`src/rtl/vga_capture.sv`:
```
// vga_capture: registers a VGA-style pixel stream and writes active pixels into a linear framebuffer.
// Define VGA_CAPTURE_ERR_EN to enable the sticky line/frame geometry error flag on ERR.
module vga_capture #(
  parameter int H_VISIBLE = 640,
  parameter int V_VISIBLE = 480
) (
  input  logic        clk,
  input  logic        rst,
  input  logic        HS,
  input  logic        VS,
  input  logic        DE,
  input  logic [23:0] PIX_DATA,
  output logic [18:0] RAM_ADDR,
  output logic [23:0] RAM_WDATA,
  output logic        RAM_WE,
  output logic        FRAME_DONE,
  output logic        LOCKED,
  output logic        ERR
);

  localparam int CW = 16;
  localparam logic [CW-1:0] H_LIM = CW'(H_VISIBLE);
  localparam logic [CW-1:0] V_LIM = CW'(V_VISIBLE);

  typedef enum logic {SEEK = 1'b0, CAPTURE = 1'b1} state_t;
  state_t state, state_nxt;

  logic        hs_p1, vs_p1, de_p1, vld_p1;
  logic [23:0] pix_p1;
  logic        vs_p2, de_p2, vld_p2;
  logic        vs_rise, vs_fall, de_fall;

  logic [CW-1:0] pix_cnt, line_cnt, pix_cnt_nxt, line_cnt_nxt;
  logic [18:0]   addr_cnt, addr_cnt_nxt;
  logic          we_nxt, fd_nxt;

  logic          we_p2, fd_p2;
  logic [18:0]   addr_p2;
  logic [23:0]   data_p2;

  // HS is sampled for completeness only; DE edges delimit lines.
  logic unused_hs;
  assign unused_hs = hs_p1;

  function automatic logic [CW-1:0] sat_inc(input logic [CW-1:0] v);
    return (&v) ? v : v + CW'(1);
  endfunction

  // Stage 1: input registers plus one-cycle history for edge detection
  always_ff @(posedge clk or posedge rst) begin
    if (rst) begin
      hs_p1  <= 1'b0;
      vs_p1  <= 1'b0;
      de_p1  <= 1'b0;
      pix_p1 <= '0;
      vld_p1 <= 1'b0;
      vs_p2  <= 1'b0;
      de_p2  <= 1'b0;
      vld_p2 <= 1'b0;
    end else begin
      hs_p1  <= HS;
      vs_p1  <= VS;
      de_p1  <= DE;
      pix_p1 <= PIX_DATA;
      vld_p1 <= 1'b1;
      vs_p2  <= vs_p1;
      de_p2  <= de_p1;
      vld_p2 <= vld_p1;
    end
  end

  // Edges only count once the history register holds a real sample, so a
  // reset released while VS is high never looks like a VS rising edge.
  assign vs_rise = vld_p2 &  vs_p1 & ~vs_p2;
  assign vs_fall = vld_p2 & ~vs_p1 &  vs_p2;
  assign de_fall = vld_p2 & ~de_p1 &  de_p2;

  always_ff @(posedge clk or posedge rst) begin
    if (rst) state <= SEEK;
    else     state <= state_nxt;
  end

  always_comb begin
    state_nxt = state;
    if (state == SEEK && vs_rise) state_nxt = CAPTURE;
  end

  assign LOCKED = (state == CAPTURE);

  always_comb begin
    pix_cnt_nxt  = pix_cnt;
    line_cnt_nxt = line_cnt;
    addr_cnt_nxt = addr_cnt;
    we_nxt       = 1'b0;
    fd_nxt       = 1'b0;
    if (state == SEEK) begin
      if (vs_rise) begin
        pix_cnt_nxt  = '0;
        line_cnt_nxt = '0;
        addr_cnt_nxt = '0;
      end
    end else begin
      if (de_p1) begin
        pix_cnt_nxt = sat_inc(pix_cnt);
        if (pix_cnt < H_LIM && line_cnt < V_LIM) begin
          we_nxt       = 1'b1;
          addr_cnt_nxt = addr_cnt + 19'(1);
        end
      end
      if (de_fall) begin
        pix_cnt_nxt  = '0;
        line_cnt_nxt = sat_inc(line_cnt);
      end
      // A pixel coinciding with the frame end is still written at addr_cnt above.
      if (vs_fall) begin
        fd_nxt       = 1'b1;
        pix_cnt_nxt  = '0;
        line_cnt_nxt = '0;
        addr_cnt_nxt = '0;
      end
    end
  end

  // Stage 2: counters and the write decision
  always_ff @(posedge clk or posedge rst) begin
    if (rst) begin
      pix_cnt  <= '0;
      line_cnt <= '0;
      addr_cnt <= '0;
      we_p2    <= 1'b0;
      fd_p2    <= 1'b0;
      addr_p2  <= '0;
      data_p2  <= '0;
    end else begin
      pix_cnt  <= pix_cnt_nxt;
      line_cnt <= line_cnt_nxt;
      addr_cnt <= addr_cnt_nxt;
      we_p2    <= we_nxt;
      fd_p2    <= fd_nxt;
      if (we_nxt) begin
        addr_p2 <= addr_cnt;
        data_p2 <= pix_p1;
      end
    end
  end

  // Stage 3: framebuffer port; address/data hold between writes
  always_ff @(posedge clk or posedge rst) begin
    if (rst) begin
      RAM_WE     <= 1'b0;
      FRAME_DONE <= 1'b0;
      RAM_ADDR   <= '0;
      RAM_WDATA  <= '0;
    end else begin
      RAM_WE     <= we_p2;
      FRAME_DONE <= fd_p2;
      if (we_p2) begin
        RAM_ADDR  <= addr_p2;
        RAM_WDATA <= data_p2;
      end
    end
  end

`ifdef VGA_CAPTURE_ERR_EN
  logic          err_q, err_set;
  logic [CW-1:0] lines_at_end;

  always_comb begin
    lines_at_end = de_fall ? sat_inc(line_cnt) : line_cnt;
    err_set      = (state == CAPTURE) &&
                   ((de_fall && pix_cnt != H_LIM) || (vs_fall && lines_at_end != V_LIM));
  end

  always_ff @(posedge clk or posedge rst) begin
    if (rst)          err_q <= 1'b0;
    else if (vs_rise) err_q <= 1'b0;
    else if (err_set) err_q <= 1'b1;
  end

  assign ERR = err_q;
`else
  assign ERR = 1'b0;
`endif

endmodule

```
`config.mk`:
```
export PLATFORM = sky130hd
export DESIGN_NAME = vga_capture
export DESIGN_NICKNAME = d
export VERILOG_FILES = /design/src/rtl/vga_capture.sv
export SDC_FILE = /design/constraint.sdc
export NUM_CORES = 1
export LEC_CHECK = 0
export ABC_AREA = 1
export BUFFER_PORTS_ARGS = -buffer_cell sky130_fd_sc_hd__buf_2
export CAP_MARGIN = 20
export CORE_MARGIN = 2
export CORE_UTILIZATION = 25
export CTS_BUF_LIST = sky130_fd_sc_hd__clkbuf_8
export DETAILED_ROUTE_END_ITERATION = 8
export PLACE_DENSITY = 0.39
export SLEW_MARGIN = 0
export SYNTH_ARGS = -nofsm -noshare
export SYNTH_HDL_FRONTEND = slang
export SYNTH_SLANG_ARGS = --single-unit
```
`constraint.sdc`:
```
create_clock -name clk -period 6.5 [get_ports clk]
set_input_delay 1.3 -clock clk [delete_from_list [all_inputs] [get_ports clk]]
set_output_delay 1.3 -clock clk [all_outputs]
set_load 0.02 [all_outputs]
```
### After elaboration in Yosys (flattened, before gate mapping)

Cells that the tools add are included.
Widths: inputs -> output; s select.

| word-level totals | value |
|---|---|
| flip-flop bits (word level) | 172 |
| input bits | 29 |
| output and inout port bits | 47 |
| logic and storage cells | 68 |

| operators by class | value |
|---|---|
| add/sub/neg operators | 3 |
| magnitude comparators | 2 |
| equality and inequality tests | 6 |
| mux-type cells | 20 |
| bitwise logic cells | 10 |
| reductions and logical operators | 8 |

Operators with widths:

| kind | count |
|---|---|
| $mux 16 | 10 |
| $mux 19 | 5 |
| $add 16x1->16 const B | 2 |
| $reduce_and 16->1 | 2 |
| $add 19x1->19 const B | 1 |
| $lt 16x10->1 const B | 1 |
| $lt 16x9->1 const B | 1 |
| $ne 3x1->1 const B | 3 |
| $reduce_and 3->1 | 3 |
| $and 1x1->1 | 6 |
| $mux 1 | 5 |
| $ne 4x1->1 const B | 1 |
| $ne 4x4->1 const B | 1 |
| $not 1->1 | 4 |
| $ne 3x3->1 const B | 1 |
| $logic_and 1x1->1 | 2 |
| $reduce_bool 2->1 | 1 |

### Longest topological paths before layout

| depth | value |
|---|---|
| depth after elaboration | 6 |
| depth in mapped cells | 11 |
| gate-level depth less buffers | 10 |

### Least setup slack after synthesis

No wires, ideal clock.

| timing | value |
|---|---|
| kind | register -> output |
| start point | register state, in the netlist LOCKED |
| end point | output port LOCKED |
| arrival | 489 ps |
| data required time | 5200 ps |
| setup slack | 4711 ps |
| stages on the path, launching flop included | 1 |
| cell sequence | dfrtp_1 |

RTL lines:

| what | RTL line | text |
|---|---|---|
| start, declared | 26 | `state_t state, state_nxt;` |
| start signal, assigned | 80 | `else state <= state_nxt;` |
| end, declared | 17 | `output logic LOCKED,` |

No word-level cell between the ends.

### Worst setup path after layout

| timing | value |
|---|---|
| start point | register state, in the netlist LOCKED |
| end point | register addr_cnt[7] |

| between the ends | value |
|---|---|
| word-level cells in the longest chain between the ends | 2 |

RTL lines:

| what | RTL line | text |
|---|---|---|
| $ne 3x1->1 (no line) / $reduce_bool 2->1 (equally long branches) | n/a |  |
| $reduce_and 3->1 (no line) | n/a |  |
| end signal, assigned | 137 | `addr_cnt <= addr_cnt_nxt;` |
| end, declared | 34 | `logic [18:0] addr_cnt, addr_cnt_nxt;` |

Parallel ways exist; a longest one is shown, timed or not.
A chain may end at the register's enable or synchronous reset.

==> flow_summary.toml <==
[run_status]
outcome = "completed"

[drt]
wire_per_inst_um = 13.82
viasPerCell = 4.273
dr_total_vias = 5687
drt_first_pass_iters = 5
wirelength_um = 18390
ant_nets = 0
drc = 0
drt_iter0_drc = 289

[global_routing]
grt_antenna_before_repair = 0
overflow = 0
grt_pass1_vias = 5579
grtUsageTotal = 0.1213
grt_max_degree = 81
grt_pass1_wl_um = 30240

[sta]
fin_skew_ps = 15.15
rsz0062_at_grt = "false"
slew_viol_final = 0
tightest_slew_ps = 890.6
finalCritPeriodShare = 0.4246
max_freq_mhz = 362.3
final.setup.tns_ps = 0
relSlewSlack = 0.4049
period_needed_ps = 2760
setup_viol = 0
hold_viol = 0
whs_ps = 356.2

[logic_synthesis]
synth-main-ff-cell = "dfrtp_1"
ys_ff_latch = 172
synthTopCellsByCount = "nand2_1 (257), dfrtp_1 (172), nor2_1 (82)"
synthTopCellsByArea = "dfrtp_1 (56%), nand2_1 (13%), mux2_2 (6.2%)"
netlist_area_sq_um = 7665
ys_warn_count = 0
async_flop_share = 1.000
synth_top_area_cell = "dfrtp_1"
syn_avg_cell_area_sq_um = 9.007
syn_inst = 851
synth_nets = 883
yosysTopAreaCellShare = 0.5615
yosysMostFrequentCell = "nand2_1"
synth_edf_count = 0
ys_types = 32
yosysSeqAreaShare = 0.5615

[die]
die_area_sq_um = 32080
core.rowCount = 64
fp.dieW_um = 179.1
start_util = 0.2519
die_h_um = 179.1
ios = 76
core_sq_um = 30430

[clocking]
clkSlewWorstSetupHoldPaths_ps = 100
numCtsBuffers = 17
cts_tree = "done"
cts-root-buf = "clkbuf_8"
cts_sinks = 172
cts_hold_buf = 0
cts_buffer_depth = 2
cts.htree.levels = 4
postCtsSetupBuffers = 0
clk_latency_ps = 470
cts_resized = 0

[finish]
num_antenna_cells = 0
drive_gt1_frac = 0.2096
nFillCells = 3298
nets = 954
syn_to_final_growth_pct = 15.38

[placement]
place_congestion = 0.7644
port_buffers = 73
dp_hpwl_um = 12050

[worst_setup_path]
endpoint_kind = "flop"
arrival_ps = 3170
crit_slowest_cell = "dfrtp_1"
critPathKind = "reg -> reg"
r2r_cells = 9
startpoint_type = "flop"
path_cells = "buf_4, inv_2, nor2_2, inv_2, nand2_2, nand2_2, inv_1, nand2_1, nand2_1"
crit_required_ps = 6910
r2r_end = "addr_cnt[7]"
slowest_delay_ps = 690
worst_r2r_startpoint = "LOCKED"
worstPathMaxFanout = 26
r2r_slack_ps = 3740

[pwr]
p_leak_nw = 4.272
power.density_nw_per_um2 = 265.3
peakVddDrop_uv = 128.9

[min_path]
whs_path_depth = 0
holdPathEnd = "vld_p2"
holdCritPathClass = "reg -> reg"
hold_start = "vld_p1"

[job]
cap_violations = 0
## through the flow
stage               cells  power [W]    util  setup slack [ps]  cell area, sq um
floorplan             851   0.001488       -             539.9              7665
global placement     1299   0.001596  0.2771              3700              8432
detailed placement   1299   0.001600  0.2771              3694              8432
CTS                  1331   0.002402  0.2906              3698              8843
global route         1331   0.002493  0.2906              3506              8843
finish               1331   0.002346  0.2906              3740              8843
## routing by layer
layer / routed length [um] / global-route usage / vias up
met5: 0 / 0 / -
met4: 95 / 0.02621 / 0
met3: 616 / 0.03011 / 6
met2: 8536 / 0.1936 / 71
met1: 9141 / 0.1662 / 2736
li1: - / - / 2874
## kinds of logic (layout without fill, tap and decap cells)
logic type,after synthesis,in the layout,share of synthesized area
multiplexers,42,42,0.06170
XOR/XNOR,9,9,0.01028
other,2,2,0.0009798
AO/OA/AOI/OAI,56,56,0.04277
flip-flops,172,172,0.5615
buffers and inverters,99,183,0.05517
adder cells (fa/ha/maj),3,3,0.004898
AND/OR/NAND/NOR,468,468,0.2627
## critical path: cells and delay by family (launching register included)
| family | cells | cell delay [ps] |
|---|---|---|
| buf+inv | 4 | 1030 |
| simple gates | 5 | 970 |
| flops | 1 | 690 |
## registers in the layout (all words and copies together), names as in the netlist, 16 cells and up
| name | flops |
|---|---|
| RAM_ADDR | 19 |
| RAM_WDATA | 24 |
| addr_cnt | 19 |
| addr_p2 | 19 |
| data_p2 | 24 |
| line_cnt | 16 |
| pix_cnt | 16 |
| pix_p1 | 24 |
## cells in the final DEF (no fill, tap or decap), drive strengths merged, types with 9 or more instances in the layout
cell type | Yosys | final
xor2 | 9 | 9
nand3 | 71 | 71
buf | 22 | 78
clkbuf | 4 | 17
mux2 | 42 | 42
nand2 | 264 | 264
nand4 | 21 | 21
inv | 72 | 78
nor2 | 90 | 90
nor3 | 18 | 18
dfrtp | 172 | 172
o21ai | 51 | 51
## power breakdown
group | leakage [nW] | internal (W) | switching (W)
Clock | 0.200 | 0.000324 | 0.000454
Sequential | 2.21 | 0.00117 | 0.0000723
Combinational | 1.86 | 0.000118 | 0.000207
## area by class of cell
class / instances / area [sq um] / share of cell area
well taps: 396 / 495.5 / 0.05603
clock inverters: 15 / 177.7 / 0.02009
clock buffers: 17 / 234.0 / 0.02646
inverters: 73 / 282.8 / 0.03198
repair buffers: 78 / 402.9 / 0.04556
flip-flops and latches: 172 / 4305 / 0.4868
multi-input cells: 580 / 2945 / 0.3330
## worst max-delay path by stage
stage                 from      endpoint  slack, ps  cells after the start
floorplan              rst    FRAME_DONE        540                      1
global placement       rst         we_p2       3700                      3
detailed placement     rst         we_p2       3690                      3
CTS                 LOCKED   addr_cnt[9]       3700                      8
global route        LOCKED  addr_cnt[13]       3510                      9
finish              LOCKED   addr_cnt[7]       3740                      9
(Power assumes the default switching activity.)
